File: src/rtl/fifo_arb_ctrl.sv
// Two-requester, round-robin write arbiter and pointer/occupancy controller for an
// external 2^ADDR_W-entry memory with 1-cycle read latency and a sticky underflow flag.
module fifo_arb_ctrl #(
    parameter int unsigned ADDR_W = 3
) (
    input  logic              clk,
    input  logic              rst,
    input  logic              req0,
    input  logic [7:0]        din0,
    input  logic              req1,
    input  logic [7:0]        din1,
    output logic              gnt0,
    output logic              gnt1,
    input  logic              rd_req,
    input  logic              err_clr,
    output logic              write_en,
    output logic [7:0]        data_in,
    output logic [ADDR_W-1:0] wr_ptr,
    output logic              read_en,
    output logic [ADDR_W-1:0] rd_ptr,
    output logic              rd_valid,
    output logic              full,
    output logic              empty,
    output logic [ADDR_W:0]   count,
    output logic              udf_err
);

    localparam logic [ADDR_W:0] FullCount = {1'b1, {ADDR_W{1'b0}}};

    logic [ADDR_W-1:0] wr_ptr_q, wr_ptr_d;
    logic [ADDR_W-1:0] rd_ptr_q, rd_ptr_d;
    logic [ADDR_W:0]   count_q, count_d;
    logic              last_q, last_d;  // 1: requester 1 was served last
    logic              rd_valid_q, rd_valid_d;
    logic              udf_q, udf_d;
    logic              pick1;

    always_comb begin
        full  = (count_q == FullCount);
        empty = (count_q == '0);

        // Gating with rst keeps grants quiet while the async reset is held.
        write_en = (req0 | req1) & ~full & ~rst;
        pick1    = req1 & (~req0 | ~last_q);
        gnt1     = write_en & pick1;
        gnt0     = write_en & ~pick1;
        data_in  = gnt0 ? din0 : (gnt1 ? din1 : 8'h00);
        read_en  = rd_req & ~empty & ~rst;

        wr_ptr_d   = write_en ? wr_ptr_q + 1'b1 : wr_ptr_q;
        rd_ptr_d   = read_en ? rd_ptr_q + 1'b1 : rd_ptr_q;
        last_d     = write_en ? gnt1 : last_q;
        rd_valid_d = read_en;

        count_d = count_q;
        if (write_en && !read_en) begin
            count_d = count_q + 1'b1;
        end else if (read_en && !write_en) begin
            count_d = count_q - 1'b1;
        end

        // Set has priority over clear.
        udf_d = udf_q;
        if (rd_req && empty) begin
            udf_d = 1'b1;
        end else if (err_clr) begin
            udf_d = 1'b0;
        end
    end

    always_ff @(posedge clk or posedge rst) begin
        if (rst) begin
            wr_ptr_q   <= '0;
            rd_ptr_q   <= '0;
            count_q    <= '0;
            last_q     <= 1'b1;
            rd_valid_q <= 1'b0;
            udf_q      <= 1'b0;
        end else begin
            wr_ptr_q   <= wr_ptr_d;
            rd_ptr_q   <= rd_ptr_d;
            count_q    <= count_d;
            last_q     <= last_d;
            rd_valid_q <= rd_valid_d;
            udf_q      <= udf_d;
        end
    end

    assign wr_ptr   = wr_ptr_q;
    assign rd_ptr   = rd_ptr_q;
    assign count    = count_q;
    assign rd_valid = rd_valid_q;
    assign udf_err  = udf_q;

endmodule

File: config.mk
export PLATFORM = sky130hd
export DESIGN_NAME = fifo_arb_ctrl
export DESIGN_NICKNAME = d
export VERILOG_FILES = /design/src/rtl/fifo_arb_ctrl.sv
export SDC_FILE = /design/constraint.sdc
export NUM_CORES = 1
export LEC_CHECK = 0
export ABC_AREA = 1
export CORE_ASPECT_RATIO = 0.75
export CORE_MARGIN = 2
export CORE_UTILIZATION = 41
export DETAILED_ROUTE_END_ITERATION = 6
export HOLD_SLACK_MARGIN = 0.12
export PLACE_DENSITY = 0.84
export SLEW_MARGIN = 15
export SYNTH_ARGS = -nofsm -noshare
export SYNTH_HDL_FRONTEND = slang
export SYNTH_SLANG_ARGS = --single-unit
File: constraint.sdc
create_clock -name clk -period 3.5 [get_ports clk]
set_input_delay 0.7 -clock clk [delete_from_list [all_inputs] [get_ports clk]]
set_output_delay 0.7 -clock clk [all_outputs]
set_load 0.02 [all_outputs]
==> Word level (Yosys, flattened, before mapping) <==
Cells that the tools add are included.
{ "op_classes": {"n_reduce_logical": 8, "n_bitwise": 15, "muxes": 6, "eq_ne": 1, "add_sub_neg": 4} }
{ "op_table": {"columns": ["operator", "count"], "rows": [
  ["$mux 8", 2],
  ["$mux 4", 2],
  ["$and 1x1->1", 7],
  ["$add 3x1->3 const B", 2],
  ["$not 1->1", 6],
  ["$add 4x1->4 const B", 1],
  ["$eq 4x4->1 const B", 1],
  ["$logic_not 4->1", 1],
  ["$reduce_bool 2->1", 2],
  ["$sub 4x1->4 const B", 1],
  ["$logic_and 1x1->1", 3],
  ["$logic_not 1->1", 2],
  ["$mux 1", 2],
  ["$or 1x1->1", 2]
]} }
{ "totals": {"out_inout_bits": 26, "wordCells": 40, "inputBits": 22, "regBits": 13} }

==> Longest topological paths before layout <==
Gate-level depths: netlist (run 1).
{ "depth": {"depth_word": 8, "depth_mapped": 15, "ltp_nobuf": 15} }

==> Least setup slack after synthesis (run 1) <==
No wires, ideal clock.
{ "synth_timing": {"kind": "input to output", "start": "input port rst", "end": "output port data_in[0]", "stages": 4, "t_required_ns": 2.800, "arrival_time_ns": 1.816, "path_buffers": 1, "setup_slack_ns": 0.984, "path_cell_list": "inv_1 buf_2 nand4_4 o21ai_0"} }
{ "synth_via": {"elab_chain_len": 5, "elab_cells_between_ends": 6, "cone_classes": "mux: 2; bitwise: 4"} }
{ "synth_lines": {"columns": ["item", "line_no", "source"], "rows": [
  ["start: declaration", "7", "input logic rst,"],
  ["$not 1->1 *", "43", "write_en = (req0 | req1) & ~full & ~rst;"],
  ["$and 1x1->1 *", "43", null],
  ["$and 1x1->1", "45", "gnt1 = write_en & pick1;"],
  ["$mux 8", "47", "data_in = gnt0 ? din0 : (gnt1 ? din1 : 8'h00);"],
  ["$mux 8 *", "47", null],
  ["end: declaration", "17", "output logic [7:0] data_in,"]
]} }
Mark *: on every way between the ends. The rest lies on a longest branch, timed or not.

==> Final worst setup path (run 1) <==
{ "layout_timing": {"start": "input port rst", "end": "output port read_en"} }
{ "layout_via": {"elab_chain_len": 2} }
{ "layout_lines": {"columns": ["item", "line_no", "source"], "rows": [
  ["$not 1->1", "48", "read_en = rd_req & ~empty & ~rst;"],
  ["$and 1x1->1", "48", null],
  ["end: declaration", "19", "output logic read_en,"]
]} }
No other way between the ends.

==> reports/results.ini, run 1 <==
[min_path]
hp-start = last_q
whs_path_depth = 2
hold_class = reg -> reg
hold_end = last_q

[sta]
tightestPinTransition_ns = 0.449
finalCritPeriodShare = 0.926
fin_skew_ns = 0.00772
drv_slew = 0
fmax_mhz = 308
setup_viol = 0
layout_min_cycle_time_ns = 3.24
final_hold_viol_count = 0
slew_headroom = 0.700
tns_ns = 0
rsz0062_at_grt = no

[setup_path]
rrSetupSlack_ns = 1.04
critPathKind = in -> out
crit_required_ns = 2.80
cp_slowest_cell = clkdlybuf4s50_1
path_max_fanout = 13
ff2ff_path_depth = 13
r2r_end = count[3]
path_cells = clkdlybuf4s50_1 > inv_1 > nand3_1 > inv_1 > clkdlybuf4s50_1
slowest_delay_ns = 0.63
reg2reg_from = count[0]
worst-path-buf-inv = 4
cp_data_arrival_time_ns = 2.54
crit_path_end_kind = primary output
cp_top_family = buffers and inverters
worst_setup_path_start_kind = input port

[clock_network]
post-cts-setup-buffers = 0
cts-root-buf = clkbuf_4
ctsHoldBuffers = 0
clk_pin_slew_worst_paths_ns = 0.08
cts_tree = done
ctsResizeCount = 0
cts_buffer_depth = 2
clkLatencyLatePin_ns = 0.29
cts_buffers = 3
clock_sink_count = 13
h-tree-depth = 1

[detailed_routing]
wl_per_cell_um = 12.0
antenna_left = 0
wl_met1_um = 956
drt-pass1-iter-count = 3
drc = 0
via_per_inst = 4.85
wl_met3_um = 203
vias = 897
drtIter0Drc = 33
dr.max_layer_used = met4
routed_wl_um = 2210
wl_met2_um = 1010

[cells_and_area]
n_antenna_cell = 0
post-route-util = 0.690
drive_gt1_frac = 0.0559
final_area_um2 = 1390
area_delta_synth_final_pct = 59.4
n_fill_cell = 174
nets = 190

[floorplanning]
core-area_um2 = 2010
die_area_um2 = 2520
die_w_um = 57.3
start_util = 0.433
die_y_um = 43.9
rows = 14
ioPinCount = 48

[synth]
syn_area_um2 = 872
yosys_warnings = 0
yosysSeqAreaShare = 0.374
avgSynthCellArea_um2 = 7.86
syn-num-nets = 139
ys_types = 19
syn_inst = 111
synth-seq-cells = 13

[power]
peakVddDrop_uv = 613
power_leakage_nw = 0.670
p_per_area_nw_per_um2 = 737

[grt]
grt_max_degree = 14
grtUsageTotal = 0.194
antenna_found_initial = 0
grt_pass1_vias = 804
grt_pass1_wl_um = 3540
grt.overflow.total = 0

[placement]
placed_area_um2 = 1360
dp_hpwl_um = 1750
gp_congestion = 0.830
port-buffer-count = 47

[job]
max-cap-violations = 0

[status]
status = finished, final reports clean

==> stage by stage <==
stage | cells | hold slack, ns | worst slack [ns] | power (mW)
final | 185 | 0.505 | 0.258 | 1.02
after global routing | 185 | 0.526 | 0.108 | 1.11
after CTS | 185 | 0.514 | 0.250 | 1.04
after detailed placement | 181 | 0.501 | 0.297 | 0.935
after global placement | 181 | 0.483 | 0.349 | 0.910
after floorplan | 111 | 0.468 | 0.984 | 0.675
==> cell usage in the layout (no fill, tap or decap), types with 2 or more instances in the layout <==
master            n
dfrtp_1          12
xnor2_1           7
inv_1            21
nand3_1           2
nor2_1            5
nand4_1           8
clkdlybuf4s50_1  47
nand2_1          28
clkbuf_4          3
o21ai_0          13
ha_1              5
==> power breakdown <==
group | internal (mW) | leakage (nW) | switching, mW
Sequential | 0.220 | 0.159 | 0.0769
Combinational | 0.309 | 0.496 | 0.325
Clock | 0.0444 | 0.0150 | 0.0495
Total | 0.573 | 0.670 | 0.452
==> flip-flops by register name, indices dropped and copies added, names as in the netlist <==
name,cells
count,4
rd_valid,1
udf_err,1
rd_ptr,3
last_q,1
wr_ptr,3
==> cell type report <==
cell class	count	area, um2	area share
clock buffers	4	26.3	0.0189
inverters	21	78.8	0.0567
multi-input cells	75	450	0.324
flip-flops and latches	13	327	0.235
well taps	24	30.0	0.0216
repair buffers	48	478	0.344
==> cells in the mapped netlist (all sizes together) <==
cell	number	area share
nand2	29	0.13
inv	21	0.090
o21ai	13	0.075
dfrtp	12	0.34
nand4	9	0.082
xnor2	7	0.070
ha	5	0.072
nor2	5	0.022
nand3	3	0.023
buf	2	0.019
a21oi	1	0.0057
dfstp	1	0.030
fa	1	0.023
or2	1	0.0072
xor2	1	0.010
==> cell families after synthesis <==
kind of cell,share of synthesized area
AO/OA/AOI/OAI,0.0803
buffers and inverters,0.109
AND/OR/NAND/NOR,0.261
adder cells (fa/ha/maj),0.0947
flip-flops,0.374
XOR/XNOR,0.0803
==> tightest hold or removal path: stages (launching register included) <==
cell and delay, ns:
dfstp_2 0.38, nand2_1 0.05, o21ai_0 0.07
==> worst max-delay path by stage <==
stage | startpoint | end | slack (ns) | depth (start not counted)
3_5_place_dp | rst | read_en | 0.30 | 5
3_3_place_gp | rst | read_en | 0.35 | 5
6_report | rst | read_en | 0.26 | 5
2_1_floorplan | rst | data_in[0] | 0.98 | 4
5_1_grt | rst | read_en | 0.11 | 5
4_1_cts | rst | read_en | 0.25 | 5
==> layer usage <==
| layer | vias up | GRT usage |
|---|---|---|
| met5 | - | 0 |
| met4 | 0 | 0.102 |
| met3 | 4 | 0.0716 |
| met2 | 36 | 0.331 |
| met1 | 404 | 0.213 |
| li1 | 453 | - |
No activity file was read; power rests on OpenSTA's default activity.
==> run 2, diff against run 1 <==
==> constraint.sdc (replaced) <==
create_clock -name clk -period 3.5 [get_ports clk]
set_input_delay 1.05 -clock clk [delete_from_list [all_inputs] [get_ports clk]]
set_output_delay 1.05 -clock clk [all_outputs]
set_load 0.02 [all_outputs]
==> reports/results.ini, run 2 (synthesis results as in run 1) <==
[clock_network]
clock_sink_count = 13  ; unchanged
cts_buffer_depth = 2  ; unchanged
clkLatencyLatePin_ns = 0.28  ; about the same
cts_tree = done
cts-root-buf = clkbuf_4
ctsHoldBuffers = 0  ; unchanged
h-tree-depth = 1  ; unchanged
cts_buffers = 3  ; unchanged
clk_pin_slew_worst_paths_ns = 0.07  ; about the same
post-cts-setup-buffers = 0  ; unchanged

[sta]
setup_ws_ns = 0.0324  ; -0.226 ns
finalCritPeriodShare = 0.991  ; +0.0644
tightestPinTransition_ns = 0.240  ; -0.209 ns
setup_viol = 0  ; unchanged
rsz0062_at_grt = yes
slew_headroom = 0.839  ; +0.139
fin_skew_ns = 0.00824  ; +0.000518 ns
drv_slew = 0  ; unchanged
final_hold_viol_count = 0  ; unchanged
fmax_mhz = 288  ; -6.5%
layout_min_cycle_time_ns = 3.47  ; +0.226 ns

[power]
p_comb_frac = 0.621  ; +0.002
p_per_area_nw_per_um2 = 725  ; -1.6%
clkPwrFrac = 0.091  ; about the same
p_int_mw = 0.571  ; -0.28%
swShare = 0.443  ; +0.00236
power.switching_mw = 0.455  ; +0.68%
p_seq_frac = 0.288  ; about the same
power_leakage_nw = 0.727  ; +8.5%
peakVddDrop_uv = 557  ; -9.1%

[cells_and_area]
largest_register_ffs = 4  ; unchanged
drive_gt1_frac = 0.159  ; +0.103
post-route-util = 0.702  ; +0.0124
area_delta_synth_final_pct = 62.3
nets = 199  ; +4.7%
n_antenna_cell = 0  ; unchanged
mostFrequentLayoutCells = 35 x clkdlybuf4s50_1, 28 x nand2_1, 20 x inv_1
layout_commonest_cell = clkdlybuf4s50_1
instances_no_fill = 194  ; +4.9%

[floorplanning]
die_area_um2 = 2520  ; unchanged
ioPinCount = 48  ; unchanged
core-area_um2 = 2010  ; unchanged
start_util = 0.433  ; unchanged
die_y_um = 43.9  ; unchanged
die_w_um = 57.3  ; unchanged
rows = 14  ; unchanged

[placement]
dp_hpwl_um = 1830  ; +4.6%
port-buffer-count = 47  ; unchanged
dp_worst_setup_slack_ns = -0.306  ; -0.603 ns
gp_congestion = 0.821  ; -1.0%
placed_cells = 190  ; +5.0%

[setup_path]
path_max_fanout = 9  ; -4
cp_slowest_cell = clkdlybuf4s50_1
slowest_delay_ns = 0.47  ; -0.16 ns
crit_required_ns = 2.45  ; -0.35 ns
cpMostUsedCell = nand2_1
r2r_end = count[3]
reg2reg_from = count[0]
rrSetupSlack_ns = 1.02  ; -0.02 ns
cp_data_arrival_time_ns = 2.42  ; -0.12 ns
worst_setup_path_start_kind = input port
critPathKind = in -> out
ff2ff_path_depth = 14  ; +1
path_cells = clkdlybuf4s50_1 > nand2_1 > nand2_1 > nand4_4 > o21ai_0 > clkdlybuf4s15_1
crit_path_end_kind = primary output

[status]
status = finished, final reports clean

[grt]
antenna_found_initial = 0  ; unchanged
grt_max_degree = 12  ; -2
grt_pass1_vias = 885  ; +10%
grtUsageTotal = 0.199  ; +0.00510
grt_pass1_wl_um = 3800  ; +7.4%
grt.overflow.total = 0  ; unchanged

[detailed_routing]
via_per_inst = 4.78  ; -1.4%
drc = 0  ; unchanged
routed_wl_um = 2250  ; +1.5%
drt-pass1-iter-count = 4  ; +1
drtIter0Drc = 24  ; -27%
antenna_left = 0  ; unchanged
wl_per_cell_um = 11.6  ; -3.2%
vias = 927  ; +3.3%

[min_path]
whs_path_depth = 2  ; unchanged
hold_class = reg -> reg
hp-start = last_q
hold_end = last_q

[job]
max-cap-violations = 0  ; unchanged

[run 2: timing repair]
action | CTS | global route
hold endpoints to repair | 0 | 0
endpoints found under the setup margin | 12 | 10
resized for setup | 13 | 25
[run 2: metrics by stage]
stage	hold slack, ns	TNS, ns	power, mW	cell area (um2)
after floorplan	0.468	0	0.675	872
after global placement	0.486	-2.13	0.926	1430
after detailed placement	0.492	-2.72	0.951	1430
after CTS	0.503	0	1.04	1440
after global routing	0.538	-0.0633	1.12	1420
final	0.501	0	1.03	1420
[run 2: worst max path at each step]
stage               slack, ns  start  cells after the start         end
floorplan                0.28    rst                      4  data_in[0]
global placement        -0.22   req0                      6  data_in[0]
detailed placement      -0.31   req0                      7  data_in[0]
CTS                     0.003   req0                      6  data_in[2]
global route            -0.06   req0                      6  data_in[0]
finish                   0.03   req0                      6  data_in[0]
[run 2: final cells by class]
type	instances	area (um2)
Fill cell	148	599
Timing Repair Buffer	57	503
Multi-Input combinational cell	75	450
Sequential cell	13	327
Inverter	21	78.8
Tap cell	24	30.0
Clock buffer	4	26.3
[run 2: per-layer routing]
metal  global-route usage  part of all wire
met1                0.236              0.43
met2                0.372              0.46
met3               0.0358              0.10
met4               0.0558             0.010
met5                    0                 0
[run 2: critical path: cells and delay by family]
family                 cells  cell delay (ns)
buffers and inverters      2             0.79
AO/OA/AOI/OAI              1             0.20
AND/OR/NAND/NOR            3             0.38
[run 2: power by group through the flow]
stage	clock network [mW]	registers (mW)	logic, mW
floorplan	0	0.363	0.313
global placement	0	0.294	0.633
detailed placement	0	0.297	0.654
CTS	0.0949	0.296	0.646
global route	0.104	0.310	0.702
finish	0.0934	0.296	0.637
==> run 3, diff against run 2 <==
--- a/config.mk
+++ b/config.mk
@@ -17,2 +17,3 @@
 export SYNTH_HDL_FRONTEND = slang
 export SYNTH_SLANG_ARGS = --single-unit
+export TNS_END_PERCENT = 100
==> constraint.sdc (replaced) <==
create_clock -name clk -period 3.5 [get_ports clk]
set_input_delay 0.525 -clock clk [delete_from_list [all_inputs] [get_ports clk]]
set_output_delay 0.525 -clock clk [all_outputs]
set_load 0.02 [all_outputs]
==> reports/results.ini, run 3 (synthesis results as in run 1) <==
[status]
status = finished, final reports clean

[floorplanning]
core-area_um2 = 2010  ; unchanged
start_util = 0.433  ; unchanged
die_y_um = 43.9  ; unchanged
rows = 14  ; unchanged
die_area_um2 = 2520  ; unchanged
ioPinCount = 48  ; unchanged
die_w_um = 57.3  ; unchanged

[detailed_routing]
via_per_inst = 4.89  ; +2.4%
antenna_left = 0  ; unchanged
drc = 0  ; unchanged
drtIter0Drc = 37  ; +54%
wl_per_cell_um = 12.1  ; +4.3%
routed_wl_um = 2230  ; -0.53%
drt-pass1-iter-count = 4  ; unchanged
vias = 905  ; -2.4%

[setup_path]
path_cells = clkdlybuf4s50_1 > inv_1 > nand3_1 > inv_1 > clkdlybuf4s50_1
reg2reg_from = count[0]
path_max_fanout = 13  ; +4
r2r_end = count[3]
worst_setup_path_start_kind = input port
crit_path_end_kind = primary output
crit_required_ns = 2.97  ; +0.52 ns
critPathKind = in -> out
crit_start = rst
slowest_delay_ns = 0.62  ; +0.15 ns
rrSetupSlack_ns = 1.04  ; +0.02 ns
ff2ff_path_depth = 13  ; -1
cp-endpoint = read_en
cp_data_arrival_time_ns = 2.36  ; -0.06 ns
cp_slowest_cell = clkdlybuf4s50_1

[grt]
grt_pass1_wl_um = 3770  ; -0.89%
grt_pass1_vias = 872  ; -1.5%
grtUsageTotal = 0.195  ; -0.00344
grt_max_degree = 14  ; +2
antenna_found_initial = 0  ; unchanged
grt.overflow.total = 0  ; unchanged

[sta]
drv_slew = 0  ; unchanged
rsz0062_at_grt = no
layout_min_cycle_time_ns = 2.88  ; -0.584 ns
final_hold_viol_count = 0  ; unchanged
tns_ns = 0  ; unchanged
fmax_mhz = 347  ; +20%
fin_hold_ws_ns = 0.497  ; -0.00339 ns
slew_headroom = 0.716  ; -0.124
setup_viol = 0  ; unchanged
finalCritPeriodShare = 0.824  ; -0.167
tightestPinTransition_ns = 0.426  ; +0.186 ns
fin_skew_ns = 0.00719  ; -0.00105 ns

[cells_and_area]
largest_register_ffs = 4  ; unchanged
final_area_um2 = 1390  ; -1.8%
area_delta_synth_final_pct = 59.4
mostFrequentLayoutCells = 47 x clkdlybuf4s50_1, 28 x nand2_1, 21 x inv_1
post-route-util = 0.690  ; -0.0124
n_antenna_cell = 0  ; unchanged
nets = 190  ; -4.5%
n_fill_cell = 167  ; +13%
layout_commonest_cell = clkdlybuf4s50_1
drive_gt1_frac = 0.0559  ; -0.103

[placement]
gp_congestion = 0.836  ; +1.8%
port-buffer-count = 47  ; unchanged
placed_area_um2 = 1360  ; -4.7%
dp_hpwl_um = 1880  ; +2.4%

[clock_network]
clk_pin_slew_worst_paths_ns = 0.07  ; about the same
cts-root-buf = clkbuf_4
cts_tree = done
cts_buffer_depth = 2  ; unchanged
cts_buffers = 3  ; unchanged
h-tree-depth = 1  ; unchanged
ctsHoldBuffers = 0  ; unchanged
clock_sink_count = 13  ; unchanged
ctsResizeCount = 0  ; -13
post-cts-setup-buffers = 0  ; unchanged
clkLatencyLatePin_ns = 0.27  ; about the same

[power]
peakVddDrop_uv = 535  ; -4.0%
power_leakage_nw = 0.670  ; -7.9%
p_per_area_nw_per_um2 = 744  ; +2.5%

[job]
max-cap-violations = 0  ; unchanged

[min_path]
whs_path_depth = 2  ; unchanged
hold_class = reg -> reg

[run 3: stage by stage]
step / power (mW) / setup slack (ns) / instances
finish: 1.03 / 0.616 / 185
global route: 1.12 / 0.489 / 185
CTS: 1.04 / 0.604 / 185
detailed placement: 0.946 / 0.545 / 181
global placement: 0.913 / 0.668 / 181
floorplan: 0.675 / 1.19 / 111
[run 3: worst min-delay path by stage]
stage                      start  endpoint  slack [ns]
after global routing      last_q    last_q        0.53
after detailed placement  last_q    last_q        0.48
after floorplan           last_q    last_q        0.47
final                     last_q    last_q        0.50
after CTS                 last_q    last_q        0.50
after global placement    last_q    last_q        0.48
[run 3: area by class of cell]
class / instances / area [um2] / share of cell area
repair buffers: 48 / 478 / 0.344
multi-input cells: 75 / 450 / 0.324
flip-flops and latches: 13 / 327 / 0.235
inverters: 21 / 78.8 / 0.0567
well taps: 24 / 30.0 / 0.0216
clock buffers: 4 / 26.3 / 0.0189
[run 3: layer usage]
layer / up-vias / wire length [um] / global-route usage
met5: - / 0 / 0
met4: 0 / 7 / 0.0512
met3: 2 / 186 / 0.0478
met2: 40 / 1090 / 0.352
met1: 410 / 947 / 0.236
li1: 453 / - / -
[run 3: report_power, final]
part	leakage (nW)	total, mW	switching (mW)	internal, mW
registers	0.159	0.299	0.0790	0.220
logic	0.496	0.645	0.333	0.312
clock network	0.0150	0.0898	0.0458	0.0440
total	0.670	1.03	0.458	0.576
[run 3: critical path: cells and delay by family]
kind | cells | cell delay [ns]
buffers and inverters | 4 | 1.52
AND/OR/NAND/NOR | 1 | 0.31
